File: config.mk
export PLATFORM = sky130hd
export DESIGN_NAME = mem_access_stage
export DESIGN_NICKNAME = d
export VERILOG_FILES = /design/src/rtl/mem_pkg.sv /design/src/rtl/mem_timeout_counter.sv /design/src/rtl/mem_access_stage.sv
export SDC_FILE = /design/constraint.sdc
export NUM_CORES = 1
export LEC_CHECK = 0
export ABC_AREA = 1
export BUFFER_PORTS_ARGS = -buffer_cell sky130_fd_sc_hd__buf_4
export CAP_MARGIN = 20
export CORE_AREA = 3 3 64 66
export CTS_CLUSTER_SIZE = 14
export DETAILED_ROUTE_END_ITERATION = 16
export DIE_AREA = 0 0 67 69
export GPL_TIMING_DRIVEN = 0
export PLACE_DENSITY = 0.76
export SYNTH_ARGS = -nofsm -noshare
export SYNTH_HDL_FRONTEND = slang
export SYNTH_SLANG_ARGS = --single-unit
File: constraint.sdc
create_clock -name clk -period 1.52 [get_ports clk]
set_input_delay 0 -clock clk [delete_from_list [all_inputs] [get_ports clk]]
set_output_delay 0 -clock clk [all_outputs]
set_load 0.005 [all_outputs]
File: src/rtl/mem_pkg.sv
// Shared definitions for the processor-side memory access stage:
// memoryModule command encodings and the stage state encoding.
package mem_pkg;

   // memoryModule cntrl encodings; 2'b11 is reserved and never driven.
   localparam logic [1:0] MEM_NOP   = 2'b00;
   localparam logic [1:0] MEM_READ  = 2'b01;
   localparam logic [1:0] MEM_WRITE = 2'b10;

   // Stage state encoding.
   typedef enum logic [1:0] {
      ST_IDLE = 2'b00,
      ST_BUSY = 2'b01,
      ST_RESP = 2'b10
   } state_t;

   // Select the memoryModule command for an accepted request.
   function automatic logic [1:0] op_cntrl(input logic is_write);
      logic [1:0] cmd;
      if (is_write) begin
         cmd = MEM_WRITE;
      end else begin
         cmd = MEM_READ;
      end
      return cmd;
   endfunction

endpackage

File: src/rtl/mem_timeout_counter.sv
// Saturating cycle counter used to detect a memoryModule transaction that
// never returns dataReady. tc_o flags the final permitted BUSY cycle.
module mem_timeout_counter
   import mem_pkg::*;
#(
   parameter int TIMEOUT = 64
) (
   input  logic clk,
   input  logic clr,
   input  logic clear_i,
   input  logic enable_i,
   output logic tc_o
);

   // Smallest width able to hold TIMEOUT itself, so saturation never wraps.
   localparam int             CW     = $clog2(TIMEOUT + 1);
   localparam logic [CW-1:0]  TC_VAL = CW'(TIMEOUT - 1);
   localparam logic [CW-1:0]  SAT    = CW'(TIMEOUT);
   localparam logic [CW-1:0]  ONE    = CW'(1);

   logic [CW-1:0] count_q;
   logic [CW-1:0] count_d;

   // Next count: clear wins, otherwise increment while enabled up to saturation.
   always_comb begin
      count_d = count_q;
      if (clear_i) begin
         count_d = '0;
      end else if (enable_i && (count_q != SAT)) begin
         count_d = count_q + ONE;
      end else begin
         count_d = count_q;
      end
   end

   // Count register with synchronous reset.
   always_ff @(posedge clk) begin
      if (clr) begin
         count_q <= '0;
      end else begin
         count_q <= count_d;
      end
   end

   assign tc_o = (count_q == TC_VAL);

endmodule

File: src/rtl/mem_access_stage.sv
// Processor-side memory stage sitting directly in front of memoryModule.
// Accepts one load/store at a time, holds the memoryModule inputs stable
// until dataReady, returns the result with a one-cycle strobe, and aborts
// transactions that hang longer than TIMEOUT cycles.
module mem_access_stage
   import mem_pkg::*;
#(
   parameter int ramWidth = 8,
   parameter int addrSize = 8,
   parameter int TIMEOUT  = 64
) (
   input  logic                clk,
   input  logic                clr,
   input  logic                req_valid,
   input  logic                req_write,
   input  logic                req_indirect,
   input  logic [addrSize-1:0] req_addr,
   input  logic [ramWidth-1:0] req_data,
   output logic                req_ready,
   output logic                stall,
   output logic                rsp_valid,
   output logic [ramWidth-1:0] rsp_data,
   output logic                err_timeout,
   output logic [1:0]          mem_cntrl,
   output logic [addrSize-1:0] mem_addr,
   output logic [ramWidth-1:0] mem_dataIn,
   output logic                mem_isIndirect,
   input  logic                mem_dataReady,
   input  logic [ramWidth-1:0] mem_dataOut
);

   state_t              state_q;
   logic                rsp_valid_q;
   logic [ramWidth-1:0] rsp_data_q;
   logic                err_timeout_q;
   logic [1:0]          mem_cntrl_q;
   logic [addrSize-1:0] mem_addr_q;
   logic [ramWidth-1:0] mem_dataIn_q;
   logic                mem_isIndirect_q;

   logic                tmo_clear_s;
   logic                tmo_enable_s;
   logic                tmo_tc_s;

   // The counter restarts on every IDLE cycle, so it is zero in the first BUSY cycle.
   assign tmo_clear_s  = (state_q == ST_IDLE);
   assign tmo_enable_s = (state_q == ST_BUSY);

   mem_timeout_counter #(
      .TIMEOUT (TIMEOUT)
   ) u_timeout (
      .clk      (clk),
      .clr      (clr),
      .clear_i  (tmo_clear_s),
      .enable_i (tmo_enable_s),
      .tc_o     (tmo_tc_s)
   );

   // Request/response FSM; every memoryModule input and response output is registered here.
   always_ff @(posedge clk) begin
      if (clr) begin
         state_q          <= ST_IDLE;
         rsp_valid_q      <= 1'b0;
         rsp_data_q       <= '0;
         err_timeout_q    <= 1'b0;
         mem_cntrl_q      <= MEM_NOP;
         mem_addr_q       <= '0;
         mem_dataIn_q     <= '0;
         mem_isIndirect_q <= 1'b0;
      end else begin
         case (state_q)
            ST_IDLE: begin
               rsp_valid_q <= 1'b0;
               if (req_valid) begin
                  state_q          <= ST_BUSY;
                  mem_cntrl_q      <= op_cntrl(req_write);
                  mem_addr_q       <= req_addr;
                  mem_dataIn_q     <= req_data;
                  mem_isIndirect_q <= req_indirect;
               end else begin
                  state_q     <= ST_IDLE;
                  mem_cntrl_q <= MEM_NOP;
               end
            end
            ST_BUSY: begin
               if (mem_dataReady) begin
                  // A store echoes its own data; a load returns the memory word.
                  if (mem_cntrl_q == MEM_WRITE) begin
                     rsp_data_q <= mem_dataIn_q;
                  end else begin
                     rsp_data_q <= mem_dataOut;
                  end
                  rsp_valid_q <= 1'b1;
                  mem_cntrl_q <= MEM_NOP;
                  state_q     <= ST_RESP;
               end else if (tmo_tc_s) begin
                  // Hung transaction: abandon it and report an empty response.
                  err_timeout_q <= 1'b1;
                  rsp_data_q    <= '0;
                  rsp_valid_q   <= 1'b1;
                  mem_cntrl_q   <= MEM_NOP;
                  state_q       <= ST_RESP;
               end else begin
                  rsp_valid_q <= 1'b0;
                  state_q     <= ST_BUSY;
               end
            end
            ST_RESP: begin
               // One guaranteed NOP cycle before any new operation.
               rsp_valid_q <= 1'b0;
               mem_cntrl_q <= MEM_NOP;
               state_q     <= ST_IDLE;
            end
            default: begin
               rsp_valid_q <= 1'b0;
               mem_cntrl_q <= MEM_NOP;
               state_q     <= ST_IDLE;
            end
         endcase
      end
   end

   assign req_ready      = (state_q == ST_IDLE);
   assign stall          = (state_q == ST_BUSY) || (state_q == ST_RESP);
   assign rsp_valid      = rsp_valid_q;
   assign rsp_data       = rsp_data_q;
   assign err_timeout    = err_timeout_q;
   assign mem_cntrl      = mem_cntrl_q;
   assign mem_addr       = mem_addr_q;
   assign mem_dataIn     = mem_dataIn_q;
   assign mem_isIndirect = mem_isIndirect_q;

endmodule

# Yosys cells after proc, flatten, opt, wreduce, memory -nomap -nowiden
# Index checks and enable logic that the tools add are counted.
totals:
  ff_bits: 38
  latch_bits: 0
  ramBits: 0
  rom_bits: 0
  out_inout_bits: 31
  elab_cells: 41
  mem_count: 0
op_classes:
  addsub: 1
  multipliers: 0
  div: 0
  n_lt_le_gt_ge: 0
  n_eq_ne: 6
  shifts: 0
  muxes: 14
  bitwise_logic: 2
  n_reduce_logical: 9
op_table:
  columns: ["op", "n"]
  rows:
  - ["two-way mux 8 bit", 3]
  - ["two-way mux 2 bit", 6]
  - ["case mux 2 bit (2 select lines)", 2]
  - ["adder 7 x 1 -> 7 bit, second input constant", 1]
  - ["== test 7 x 6 -> 1 bit, second input constant", 1]
  - ["!= test 7 bit, second input constant", 1]
  - ["== test 2 bit, second input constant", 2]
  - ["AND reduction 2 bit", 2]
  - ["OR reduction 2 bit", 2]
  - ["two-way mux 1 bit", 3]
  - ["!= test 3 bit, second input constant", 1]
  - ["AND reduction 3 bit", 1]
  - ["== test 2 x 1 -> 1 bit, second input constant", 1]
  - ["zero test 2 bit", 1]
  - ["inverter 1 bit", 2]
  - ["nonzero test 2 bit", 1]
  - ["logical AND 1 bit", 1]
  - ["logical OR 1 bit", 1]

# Longest topological paths before layout
depth:
  word_depth: 4
  ltp_mapped: 10
  mapped_depth_nobuf: 9

# Hierarchy
# Synthesis repeated with hierarchy kept, for this count alone.
hier_totals:
  cells_unflattened: 234
  hier_area_um2: 1771.7
by_module_without_submodules:
  columns: ["module", "instances", "cells_each", "area_each_um2"]
  rows:
  - ["mem_access_stage", 1, 167, 1292.5]
  - ["mem_timeout_counter", 1, 67, 479.2]

# Worst setup path after synthesis
# Ideal clock, no wire load.
synth_timing:
  path_type: "reg2reg"
  startpoint: "register u_timeout.count_q[0]"
  endpoint: "register rsp_data_q[2] (netlist: rsp_data[2])"
  setup_ps: 113
  arrival_time_ps: 1196
  t_required_ps: 1407
  setup_slack_ps: 211
  path_stages_with_launch: 10
  n_path_buf: 1
  path_cell_list: "dfxtp_1 -> ha_1 -> nand2_2 -> nor2_4 -> nand2_4 -> nand2_4 -> nand2_4 -> buf_6 -> nor2_1 -> nor2_1"
synth_between:
  elab_chain_len: 3
synth_rtl:
  columns: ["element", "line", "text"]
  rows:
  - ["start, declared", "mem_timeout_counter.sv:21", "logic [CW-1:0] count_q;"]
  - ["start signal, assigned", "mem_timeout_counter.sv:41", "count_q <= count_d;"]
  - ["== test 7 x 6 -> 1 bit", "mem_timeout_counter.sv:45", "assign tc_o = (count_q == TC_VAL);"]
  - ["nonzero test 2 bit (no source line)", null, null]
  - ["AND reduction 2 bit (no source line)", null, null]
  - ["end signal, assigned", "mem_access_stage.sv:89", "rsp_data_q <= mem_dataIn_q;"]
  - ["end signal, assigned", "mem_access_stage.sv:91", "rsp_data_q <= mem_dataOut;"]
  - ["end, declared", "mem_access_stage.sv:34", "logic [ramWidth-1:0] rsp_data_q;"]
# Every way passes these cells.
# A chain may end at the register's enable or synchronous reset.

# Worst setup path in the final report
layout_timing:
  startpoint: "register state_q[1]"
  endpoint: "register mem_isIndirect_q (netlist: mem_isIndirect)"
layout_between:
  elab_chain_len: 2
layout_rtl:
  columns: ["element", "line", "text"]
  rows:
  - ["start, declared", "mem_access_stage.sv:32", "state_t state_q;"]
  - ["start signal, assigned", "mem_access_stage.sv:62", "state_q <= ST_IDLE;"]
  - ["start signal, assigned", "mem_access_stage.sv:75", "state_q <= ST_BUSY;"]
  - ["start signal, assigned", "mem_access_stage.sv:81", "state_q <= ST_IDLE;"]
  - ["zero test 2 bit", "mem_access_stage.sv:71", "case (state_q)"]
  - ["AND reduction 2 bit (no source line)", null, null]
  - ["end signal, assigned", "mem_access_stage.sv:79", "mem_isIndirect_q <= req_indirect;"]
  - ["end, declared", "mem_access_stage.sv:39", "logic mem_isIndirect_q;"]
# Every way passes these cells.

==> impl_metrics.env <==
export IMPL_io_pins=61
export IMPL_grtUsageMet3_pct=5.70
export IMPL_grt_pass1_vias=1727
export IMPL_ys_seq_area_share_pct=44.2
export IMPL_routed_wl_um=4550
export IMPL_layout_common_cells="59 x nor2_1, 59 x buf_4, 36 x dfxtp_1, 34 x nand2_1, 24 x inv_1"
export IMPL_die_area_sq_mm=0.00462
export IMPL_netlist_instances=244
export IMPL_avgSynthCellArea_sq_um=7.05
export IMPL_crit_buf_inv=3
export IMPL_max_freq_mhz=716
export IMPL_fin_skew_ns=0.00520
export IMPL_clock_latency_ns=0.29
export IMPL_crit_path_end_kind="flip-flop"
export IMPL_grt_max_degree=13
export IMPL_cts_tree="done"
export IMPL_syn_nets=278
export IMPL_root_buffer="clkbuf_8"
export IMPL_grt_use_met1_pct=24.6
export IMPL_hold_viol_final=0
export IMPL_crit_type="flip-flop to flip-flop"
export IMPL_drv_slew=0
export IMPL_slowest_stage="dfxtp_1"
export IMPL_rows=22
export IMPL_worst_pin_slew_ns=0.362
export IMPL_drv_cap=0
export IMPL_start_util_pct=47.3
export IMPL_antennaDiodeCount=0
export IMPL_synth_area_sq_mm=0.00172
export IMPL_worstPathArrival_ns=1.63
export IMPL_synth_cell_types=20
export IMPL_ys_seq_elements=38
export IMPL_hp_class="primary input to flip-flop"
export IMPL_vias_per_cell=4.69
export IMPL_fp_dieH_um=69
export IMPL_area_growth_syn_to_layout_pct=46.4
export IMPL_required_ns=1.75
export IMPL_ir_worst_vdd_mv=0.756
export IMPL_clock_path_buffers=2
export IMPL_die_x_um=67
export IMPL_final_nets=360
export IMPL_grt_use_met2_pct=36.0
export IMPL_cts_inserted_buffers=5
export IMPL_p_leak_nw=1.20
export IMPL_antenna_left=0
export IMPL_clk_pin_slew_ns=0.08
export IMPL_grt_remaining_overflow=0
export IMPL_cp_top_family="buffers and inverters"
export IMPL_post_route_period_util_pct=91.9
export IMPL_setup_viol=0
export IMPL_critPathLaunchType="flip-flop"
export IMPL_run_status="complete, no violations"
export IMPL_h_tree_depth=2
export IMPL_slowest_delay_ns=0.30
export IMPL_postLayoutCoreUtil_pct=69.3
export IMPL_drt_iter0_markers=53
export IMPL_power_density_mw_per_mm2=934
export IMPL_finalCriticalPeriod_ns=1.40
export IMPL_antenna_found_initial=0
export IMPL_grt_usage_pct=20.9
export IMPL_yosys_warnings=0
export IMPL_route_detailed_drc=0
export IMPL_wire_per_inst_um=12.1
export IMPL_cp_max_fo=10
export IMPL_rsz0062_at_grt="false"
export IMPL_vias=1758
export IMPL_critical_path_cell_chain="inv_1 -> ha_1 -> nand2_1 -> inv_1 -> clkbuf_4 -> nor2_1 -> nor2_1"
export IMPL_setup_tns_ns=0
export IMPL_drt_pass1_iter_count=4
export IMPL_relSlewSlack_pct=75.9
export IMPL_port_buffers=59
export IMPL_gr_max_usage_layer="met2"
export IMPL_routabilityCongestion=0.853
export IMPL_grt_first_pass_wirelength_um=7620
export IMPL_drive_gt1_share_pct=27.5
export IMPL_cts_sinks=38
export IMPL_coreArea_sq_mm=0.00363
export IMPL_dp_hpwl_um=3040
repair_timing:
item | CTS | global route
setup endpoints to repair | 10 | 28
hold buffers | 16 | 0
resized for setup | 1 | 14
endpoints found under the hold margin | 17 | 0
setup buffers | 0 | 0
cell families (layout without fill, tap and decap cells):
kind of cell | Yosys count | after routing | synth area share, %
xor gates and xnor gates | 3 | 3 | 1.53
AOI/OAI and AO/OA | 36 | 36 | 10.5
DFF | 38 | 38 | 44.2
buffers and inverters | 35 | 118 | 8.44
and+or+nand+nor | 128 | 128 | 32.4
adders and majority gates | 4 | 4 | 2.91
Yosys cell counts:
library cell,count,area [sq um]
nand2_1,36,135
nand3_1,22,110
clkinv_1,1,3.75
a21oi_1,17,85.1
xnor2_1,1,8.76
inv_2,1,3.75
dfxtp_1,38,761
nor2_4,2,22.5
inv_1,24,90.1
xor2_1,2,17.5
nand4_1,1,6.26
nand2_4,3,33.8
buf_6,1,11.3
clkbuf_1,5,18.8
o21ai_0,19,95.1
buf_2,2,10.0
nand2_2,4,25.0
clkbuf_4,1,7.51
nor2_1,60,225
ha_1,4,50.1
routing by layer:
layer | wire length (um) | share of wire [%]
met1 | 1950 | 43
met5 | 0 | 0
met4 | 59 | 1.3
met3 | 297 | 6.5
met2 | 2250 | 49
sequential cells by signal (all words and copies together) (netlist names):
register           flops
err_timeout            1
mem_addr               8
mem_cntrl              2
mem_dataIn             8
mem_isIndirect         1
rsp_data               8
rsp_valid              1
state_q                2
u_timeout.count_q      7
through the flow:
stage / setup slack (ns) / area [sq um] / power [mW] / hold WS, ns / instances
global placement: 0.0152 / 2220 / 1.48 / 0.250 / 351
finish: 0.123 / 2520 / 2.35 / 0.00201 / 375
CTS: 0.00918 / 2490 / 2.35 / 0.00277 / 375
floorplan: 0.211 / 1720 / 1.29 / 0.160 / 244
detailed placement: -0.0741 / 2220 / 1.48 / 0.257 / 351
global route: 0.00586 / 2520 / 2.45 / 0.0235 / 375
worst register-to-register path: cells and delay by family, from the launching register on:
kind / cells / cell delay, ns
flops: 1 / 0.30
fa+ha+maj: 1 / 0.23
buf+inv: 3 / 0.52
simple gates: 3 / 0.27
power by group:
part           switching, mW  internal, mW
sequential            0.0370          1.06
clock                  0.359         0.483
combinational          0.197         0.219
total                  0.593          1.76
final timing paths:
kind / from / to / slack, ns / cells after the start
worst min-delay path: req_data[1] / mem_dataIn[1] / 0.002 / 3
worst max-delay path: state_q[1] / mem_isIndirect / 0.12 / 7
worst max register to register: state_q[1] / mem_isIndirect / 0.12 / 7
worst min register to register: err_timeout / err_timeout / 0.46 / 2
cell type report:
type	count	area, sq um
Fill cell	326	1110
Sequential cell	38	763
Tap cell	48	60.1
Clock buffer	5	68.8
Timing Repair Buffer	75	603
Multi-Input combinational cell	171	830
Buffer	9	56.3
Clock inverter	3	40.0
Inverter	26	97.6
Power figures use the tool's default switching activity.
